### config.mk
export PLATFORM = sky130hd
export DESIGN_NAME = uart_rx_os16
export DESIGN_NICKNAME = d
export VERILOG_FILES = /design/src/rtl/uart_rx_os16.sv
export SDC_FILE = /design/constraint.sdc
export NUM_CORES = 1
export LEC_CHECK = 0
export ABC_AREA = 1
export CORE_MARGIN = 3
export CORE_UTILIZATION = 56
export DETAILED_ROUTE_END_ITERATION = 8
export PLACE_DENSITY = 0.87
export SYNTH_ARGS = -nofsm -noshare
export SYNTH_HDL_FRONTEND = slang
export SYNTH_SLANG_ARGS = --single-unit
### constraint.sdc
create_clock -name clk -period 1.75 [get_ports clk]
set_input_delay 0.525 -clock clk [delete_from_list [all_inputs] [get_ports clk]]
set_output_delay 0.525 -clock clk [all_outputs]
set_load 0.02 [all_outputs]
### src/rtl/uart_rx_os16.sv
// rtl/uart_rx_os16.sv - 16x oversampling 8N1 UART receiver with valid/ready byte output
module uart_rx_os16 #(
   parameter int CLK_FREQ   = 50_000_000,
   parameter int BAUD_RATE  = 9600,
   parameter int DATA_WIDTH = 8
) (
   input  logic                  clk,
   input  logic                  rst,
   input  logic                  rx_enable,
   input  logic                  rx_in,
   output logic [DATA_WIDTH-1:0] rx_data,
   output logic                  rx_valid,
   input  logic                  rx_ready,
   output logic                  frame_err,
   output logic                  overrun,
   output logic                  busy
);

   localparam int OS_DIV = CLK_FREQ / (BAUD_RATE * 16);
   localparam int TW     = (OS_DIV > 1) ? $clog2(OS_DIV) : 1;
   localparam int BW     = $clog2(DATA_WIDTH + 1);
   localparam logic [TW-1:0] TICK_MAX = TW'(OS_DIV - 1);
   localparam logic [BW-1:0] LAST_BIT = BW'(DATA_WIDTH - 1);

   typedef enum logic [1:0] {IDLE, START, DATA, STOP} state_t;

   state_t                state;
   logic                  sync1;
   logic                  sync2;
   logic                  rx_prev;
   logic                  rx_s;
   logic                  fall;
   logic                  tick;
   logic [TW-1:0]         tick_cnt;
   logic [3:0]            samp_cnt;
   logic [BW-1:0]         bit_cnt;
   logic [DATA_WIDTH-1:0] shreg;

   assign rx_s = sync2;
   assign fall = rx_prev & ~rx_s;
   assign tick = (tick_cnt == TICK_MAX);
   assign busy = (state != IDLE);

   // Two-flop synchroniser plus previous-sample flop for falling-edge detection; idle line is high
   always_ff @(posedge clk) begin
      if (rst) begin
         sync1   <= 1'b1;
         sync2   <= 1'b1;
         rx_prev <= 1'b1;
      end else begin
         sync1   <= rx_in;
         sync2   <= sync1;
         rx_prev <= sync2;
      end
   end

   // Oversample tick divider; restarted on an accepted start edge so bit centres line up with the edge
   always_ff @(posedge clk) begin
      if (rst) begin
         tick_cnt <= '0;
      end else if (state == IDLE && rx_enable && fall) begin
         tick_cnt <= '0;
      end else if (tick) begin
         tick_cnt <= '0;
      end else begin
         tick_cnt <= tick_cnt + 1'b1;
      end
   end

   // Receive FSM: start validation at mid-bit, centre sampling of data/stop, output handshake and error pulses
   always_ff @(posedge clk) begin
      if (rst) begin
         state     <= IDLE;
         samp_cnt  <= '0;
         bit_cnt   <= '0;
         shreg     <= '0;
         rx_data   <= '0;
         rx_valid  <= 1'b0;
         frame_err <= 1'b0;
         overrun   <= 1'b0;
      end else begin
         frame_err <= 1'b0;
         overrun   <= 1'b0;
         // Accept clears valid; a byte loaded on the same edge below overrides this
         if (rx_valid && rx_ready) begin
            rx_valid <= 1'b0;
         end
         if (!rx_enable) begin
            state <= IDLE;
         end else begin
            case (state)
               IDLE: begin
                  if (fall) begin
                     state    <= START;
                     samp_cnt <= '0;
                  end
               end
               START: begin
                  if (tick) begin
                     if (samp_cnt == 4'd7) begin
                        samp_cnt <= '0;
                        bit_cnt  <= '0;
                        // A high line at the start-bit centre was a glitch
                        state    <= rx_s ? IDLE : DATA;
                     end else begin
                        samp_cnt <= samp_cnt + 4'd1;
                     end
                  end
               end
               DATA: begin
                  if (tick) begin
                     if (samp_cnt == 4'd15) begin
                        samp_cnt <= '0;
                        shreg    <= {rx_s, shreg[DATA_WIDTH-1:1]};
                        if (bit_cnt == LAST_BIT) begin
                           state <= STOP;
                        end else begin
                           bit_cnt <= bit_cnt + 1'b1;
                        end
                     end else begin
                        samp_cnt <= samp_cnt + 4'd1;
                     end
                  end
               end
               STOP: begin
                  if (tick) begin
                     if (samp_cnt == 4'd15) begin
                        samp_cnt <= '0;
                        state    <= IDLE;
                        if (rx_s) begin
                           if (!rx_valid || rx_ready) begin
                              rx_data  <= shreg;
                              rx_valid <= 1'b1;
                           end else begin
                              overrun <= 1'b1;
                           end
                        end else begin
                           frame_err <= 1'b1;
                        end
                     end else begin
                        samp_cnt <= samp_cnt + 4'd1;
                     end
                  end
               end
               default: state <= IDLE;
            endcase
         end
      end
   end

endmodule

# Word-level counts from Yosys, hierarchy flattened
# Index checks and enable logic that the tools add are counted.
[word_totals]
inputBits = 5
regBits = 41
[op_classes]
bitwise = 6
reduce_logical = 18
n_addsub = 3
mux = 31
eq_ne = 17
[ops]
columns = ["op", "count"]
rows = [
  ["2-to-1 mux 4 bit", 10],
  ["2-to-1 mux 2 bit", 9],
  ["inequality test 2 bit (second input constant)", 9],
  ["case mux 4 bit (3 select lines)", 1],
  ["adder 9 x 1 -> 9 bit (second input constant)", 1],
  ["== test 9 bit (second input constant)", 1],
  ["2-to-1 mux 1 bit", 9],
  ["adder 4 x 1 -> 4 bit (second input constant)", 2],
  ["== test 4 x 3 -> 1 bit (second input constant)", 2],
  ["case mux 2 bit (4 select lines)", 1],
  ["case mux 4 bit (2 select lines)", 1],
  ["AND reduction 4 bit", 2],
  ["AND reduction 8 bit", 1],
  ["AND reduction 7 bit", 1],
  ["AND reduction 6 bit", 1],
  ["OR reduction 6 bit", 1],
  ["inverter 1 bit", 5],
  ["OR reduction 5 bit", 1],
  ["== test 2 bit (second input constant)", 2],
  ["== test 4 bit (second input constant)", 1],
  ["nonzero test 2 bit", 2],
  ["OR reduction 2 bit", 2],
  ["logical AND 1 bit", 3],
  ["OR reduction 3 bit", 1],
  ["other kinds (6)", 6],
]

# Logic depth before layout (Yosys ltp)
# Gate-level depths: netlist of the first run.
[depth]
depth_word = 8
ltp_mapped = 10
ltp_nobuf = 10

# Worst setup path after synthesis of the first run
# OpenSTA, ideal clock, no wires.
[synth_path]
path_type = "reg-to-reg"
start = "register samp_cnt[0]"
end = "register with a tool-made name"
arrival_ps = 1265
stages_incl_launch_ff = 9
slack_ps = 371
t_required_ps = 1637
path_cell_list = "dfxtp_1 > ha_1 > nand2_1 > o21ai_2 > nand2_2 > nor2_1 > nand3_1 > nand3_1 > nand2_1"
[synth_rtl]
columns = ["item", "line", "source"]
rows = [
  ["start: declaration", "35", "logic [3:0] samp_cnt;"],
  ["start signal: assignment", "106", "samp_cnt <= samp_cnt + 4'd1;"],
  ["start signal: assignment", "121", "samp_cnt <= samp_cnt + 4'd1;"],
  ["start signal: assignment", "141", "samp_cnt <= samp_cnt + 4'd1;"],
]

# Worst setup path after layout of the first run
[layout_path]
start = "register state[0]"
end = "output busy"
[layout_via]
elab_chain_len = 1
[layout_rtl]
columns = ["item", "line", "source"]
rows = [
  ["start: declaration", "27", "state_t state;"],
  ["start signal: assignment", "104", "state <= rx_s ? IDLE : DATA;"],
  ["nonzero test 2 bit", "42", "assign busy = (state != IDLE);"],
  ["end: declaration", "16", "output logic busy"],
]
# No other way between the ends.

==> reports/qor_table.md, run 1 <==
| Quantity | This run | Unit |
|---|---|---|
| Final antenna-violating net count | 0 | - |
| Post-synthesis sequential element count | 41 | - |
| Endpoint kind of the worst setup timing path | output port | - |
| Worst setup skew after layout | 15.7 | ps |
| Clock buffer depth | 2 | - |
| Status | finished, final reports clean | - |
| Max capacitance violation total | 0 | - |
| Number of buffers added on ports | 16 | - |
| TritonCTS clock tree | built | - |
| HPWL after detailed placement | 2.79 | mm |
| Worst Setup Slack, final | 140 | ps |
| Floorplan die height | 63.1 | microns |
| Number of DRC violations after detailed routing | 0 | - |
| Mapped Cells | 253 | - |
| FMAX | 621 | MHz |
| Setup repair after global routing missed its margin | no | - |
| Class of the most critical hold timing path | flip-flop to flip-flop | - |
| I/O pin total | 17 | - |
| Pwr Density | 819 | mW/mm^2 |
| Number of buffers inserted during clock tree synthesis | 5 | - |
| Final routed wirelength across all metal layers | 3.90 | mm |
| Clock Latency Late Sink | 370 | ps |
| Fraction of final layout cells sized beyond drive strength 1 | 15.7 | % |
| Peak fanout along the critical path | 2 | - |
| Max_slew headroom | 77.7 | % |
| Total of endpoints with negative setup slack in the final report | 0 | - |
| Cell area after synthesis | 0.00183 | sq mm |
| Clock root buffer master | clkbuf_4 | - |
| Number of instances on the worst hold path | 1 | - |
| Total count of max-transition violations in the final report | 0 | - |
| Net count reported at finish | 294 | - |
| Synthesis Warnings | 0 | - |
| Psw | 0.000397 | W |
| Final weighted congestion of routability-driven global placement | 0.835 | - |
| Data required time of the worst path | 1220 | ps |
| Setup WS pre-CTS | -135 | ps |
| Synthesized area divided by synthesized cell count | 7.23 | sq um |
| Standard cell core area | 0.00308 | sq mm |
| Pin count of the biggest net entering global routing | 17 | - |
| Critical path data arrival time | 1090 | ps |
| Via count normalized by instance count | 5.21 | - |
| Antenna violations before repair | 0 | - |
| Most common cell after layout, fill and taps aside | nand2_1 | - |
| Number of H-tree levels | 2 | - |
| Total internal power | 0.00144 | W |
| Leak | 0.949 | nW |
| Overall power of the completed layout | 0.00183 | W |
| Total Die Area | 0.00399 | sq mm |
| Sequential share of power | 52.1 | % |
| Hold violation total from the final report | 0 | - |
| Global Route Usage Sum | 21.4 | % |
| Layout overhead on the synthesized area | 22.5 | % |
| Number of fillers in the final layout | 260 | - |
| Average wire per cell in the routed design | 11.8 | microns |
| Number of design-rule violations left by the first detailed-router iteration | 102 | - |
| Vias in the first global route | 1670 | - |
| Switching Share | 21.7 | % |
| Final critical-path share of the clock period | 92.0 | % |
| Startpoint type of the worst setup path | flip-flop | - |
| Die width | 63.1 | microns |
| Minimum period implied by the final worst setup slack | 1610 | ps |
| Number of placement rows | 20 | - |
| Clock Sink Count | 41 | - |
| Cell depth of the worst flop-to-flop path | 9 | - |
| CTS clk-pin slew, worst paths | 140 | ps |
| Post-synthesis cell type count | 27 | - |
| Clock power frac | 42.6 | % |
| Top library cells by usage in the layout, fill and taps aside | 57 x nand2_1, 40 x nor2_1, 40 x dfxtp_1 | - |
| Worst IR drop on VDD | 853 | uV |
| Path type of the worst setup path | flip-flop to output port | - |
| Count of vias placed by the detailed router | 1719 | - |
| First-pass GRT wire length | 6.89 | mm |
| Starting utilization of the core area | 59.4 | % |
| Share of the yosys chip area belonging to registers | 44.9 | % |
| Overall overflow remaining after global route | 0 | - |
| Synth Net Count | 262 | - |
| Antenna diode instance count | 0 | - |
| DR pass1 iterations | 5 | - |
| Worst Max-Slew Pin Slew | 333 | ps |
| Combinational cell fraction of total power | 5.3 | % |
-- logic make-up (layout without fill, tap and decap cells) --
group / Yosys count / count (layout) / synth area share (%)
simple gates: 137 / 137 / 33.1
flops: 41 / 41 / 44.9
compound gates: 37 / 37 / 10.8
buf+inv: 29 / 62 / 6.02
xor+xnor: 5 / 5 / 2.40
fa+ha+maj: 4 / 4 / 2.74
-- metal layers --
layer  part of all wire (%)  global-route usage, %  up-vias
li1                       -                      -      878
met1                     46                   25.6      790
met2                     48                   36.2       39
met3                    4.3                   5.35       12
met4                    1.8                   9.37        0
met5                      0                      0        -
-- area by class of cell --
class	count	area, sq um	share of cell area, %
Timing Repair Buffer	28	231	10.3
Tap cell	44	55.1	2.46
Inverter	26	98.8	4.42
Clock buffer	5	37.5	1.68
Multi-Input combinational cell	183	925	41.3
Clock inverter	3	68.8	3.07
Sequential cell	41	822	36.7
-- stage by stage --
| stage | instance area [sq um] | cells | setup TNS, ps | hold WS (ps) | util, % |
|---|---|---|---|---|---|
| floorplan | 1830 | 253 | 0 | 389 | - |
| global placement | 2120 | 322 | -1110 | 416 | 68.9 |
| detailed placement | 2120 | 322 | -1670 | 401 | 68.9 |
| CTS | 2220 | 330 | 0 | 441 | 72.0 |
| global route | 2240 | 330 | 0 | 447 | 72.7 |
| finish | 2240 | 330 | 0 | 438 | 72.7 |
-- path summary, 6_finish.rpt --
kind,start,end,slack [ps]
worst min-delay path,sync1,rx_s,440
worst max register to register,tick_cnt[0],tick_cnt[7],160
worst min register to register,sync1,rx_s,440
worst max-delay path,state[0],busy,140
-- flip-flops by register name (all words and copies together), names as in the netlist, 4 cells and up, named ones only --
register,count
bit_cnt,4
rx_data,8
samp_cnt,4
tick_cnt,9
shreg,8
-- synthesized netlist by cell type --
cell | instances | area, sq um
nand4_1 | 5 | 31.3
or2_2 | 2 | 12.5
o21ai_0 | 11 | 55.1
nand2_2 | 2 | 12.5
nor3_4 | 1 | 16.3
o22ai_1 | 1 | 6.26
nor2_2 | 2 | 12.5
clkinv_2 | 1 | 5.00
nor2_4 | 1 | 11.3
a31o_2 | 1 | 8.76
or2_0 | 1 | 6.26
nor3_1 | 4 | 20.0
inv_2 | 2 | 7.51
inv_1 | 23 | 86.3
nand3_2 | 2 | 20.0
xnor2_1 | 3 | 26.3
nor3b_1 | 1 | 7.51
dfxtp_1 | 41 | 821
nand2_1 | 57 | 214
clkbuf_1 | 3 | 11.3
a21oi_2 | 1 | 8.76
ha_1 | 4 | 50.1
nor2_1 | 43 | 161
xor2_1 | 2 | 17.5
nand3_1 | 16 | 80.1
a21oi_1 | 22 | 110
o21ai_2 | 1 | 8.76
-- critical path: stages (launching register included) --
cell	delay (ps)
dfxtp_1	340
nor2_2	150
inv_1	90
clkbuf_2	160
-- power by group through the flow --
stage	clock network, W	logic, W	registers, W
after global routing	0.000828	0.000113	0.000957
after floorplan	0	0.0000549	0.000974
after global placement	0	0.0000919	0.000975
after CTS	0.000787	0.0000958	0.000955
after detailed placement	0	0.0000947	0.000976
final	0.000780	0.0000976	0.000955
-- what timing repair did --
item,4_1_cts,5_1_grt
hold buffers,0,0
buffers inserted,0,0
endpoints found under the setup margin,12,14
pin swaps,0,3
gates resized for setup,14,9
(Power assumes the default switching activity.)
==> run 2, diff against run 1 <==
--- a/config.mk
+++ b/config.mk
@@ -8,6 +8,7 @@
 export ABC_AREA = 1
 export CORE_MARGIN = 3
 export CORE_UTILIZATION = 56
+export CTS_CLUSTER_SIZE = 12
 export DETAILED_ROUTE_END_ITERATION = 8
 export PLACE_DENSITY = 0.87
 export SYNTH_ARGS = -nofsm -noshare
==> results of run 2 <==
Final layout, timing and power as in run 1 (identical DEF).
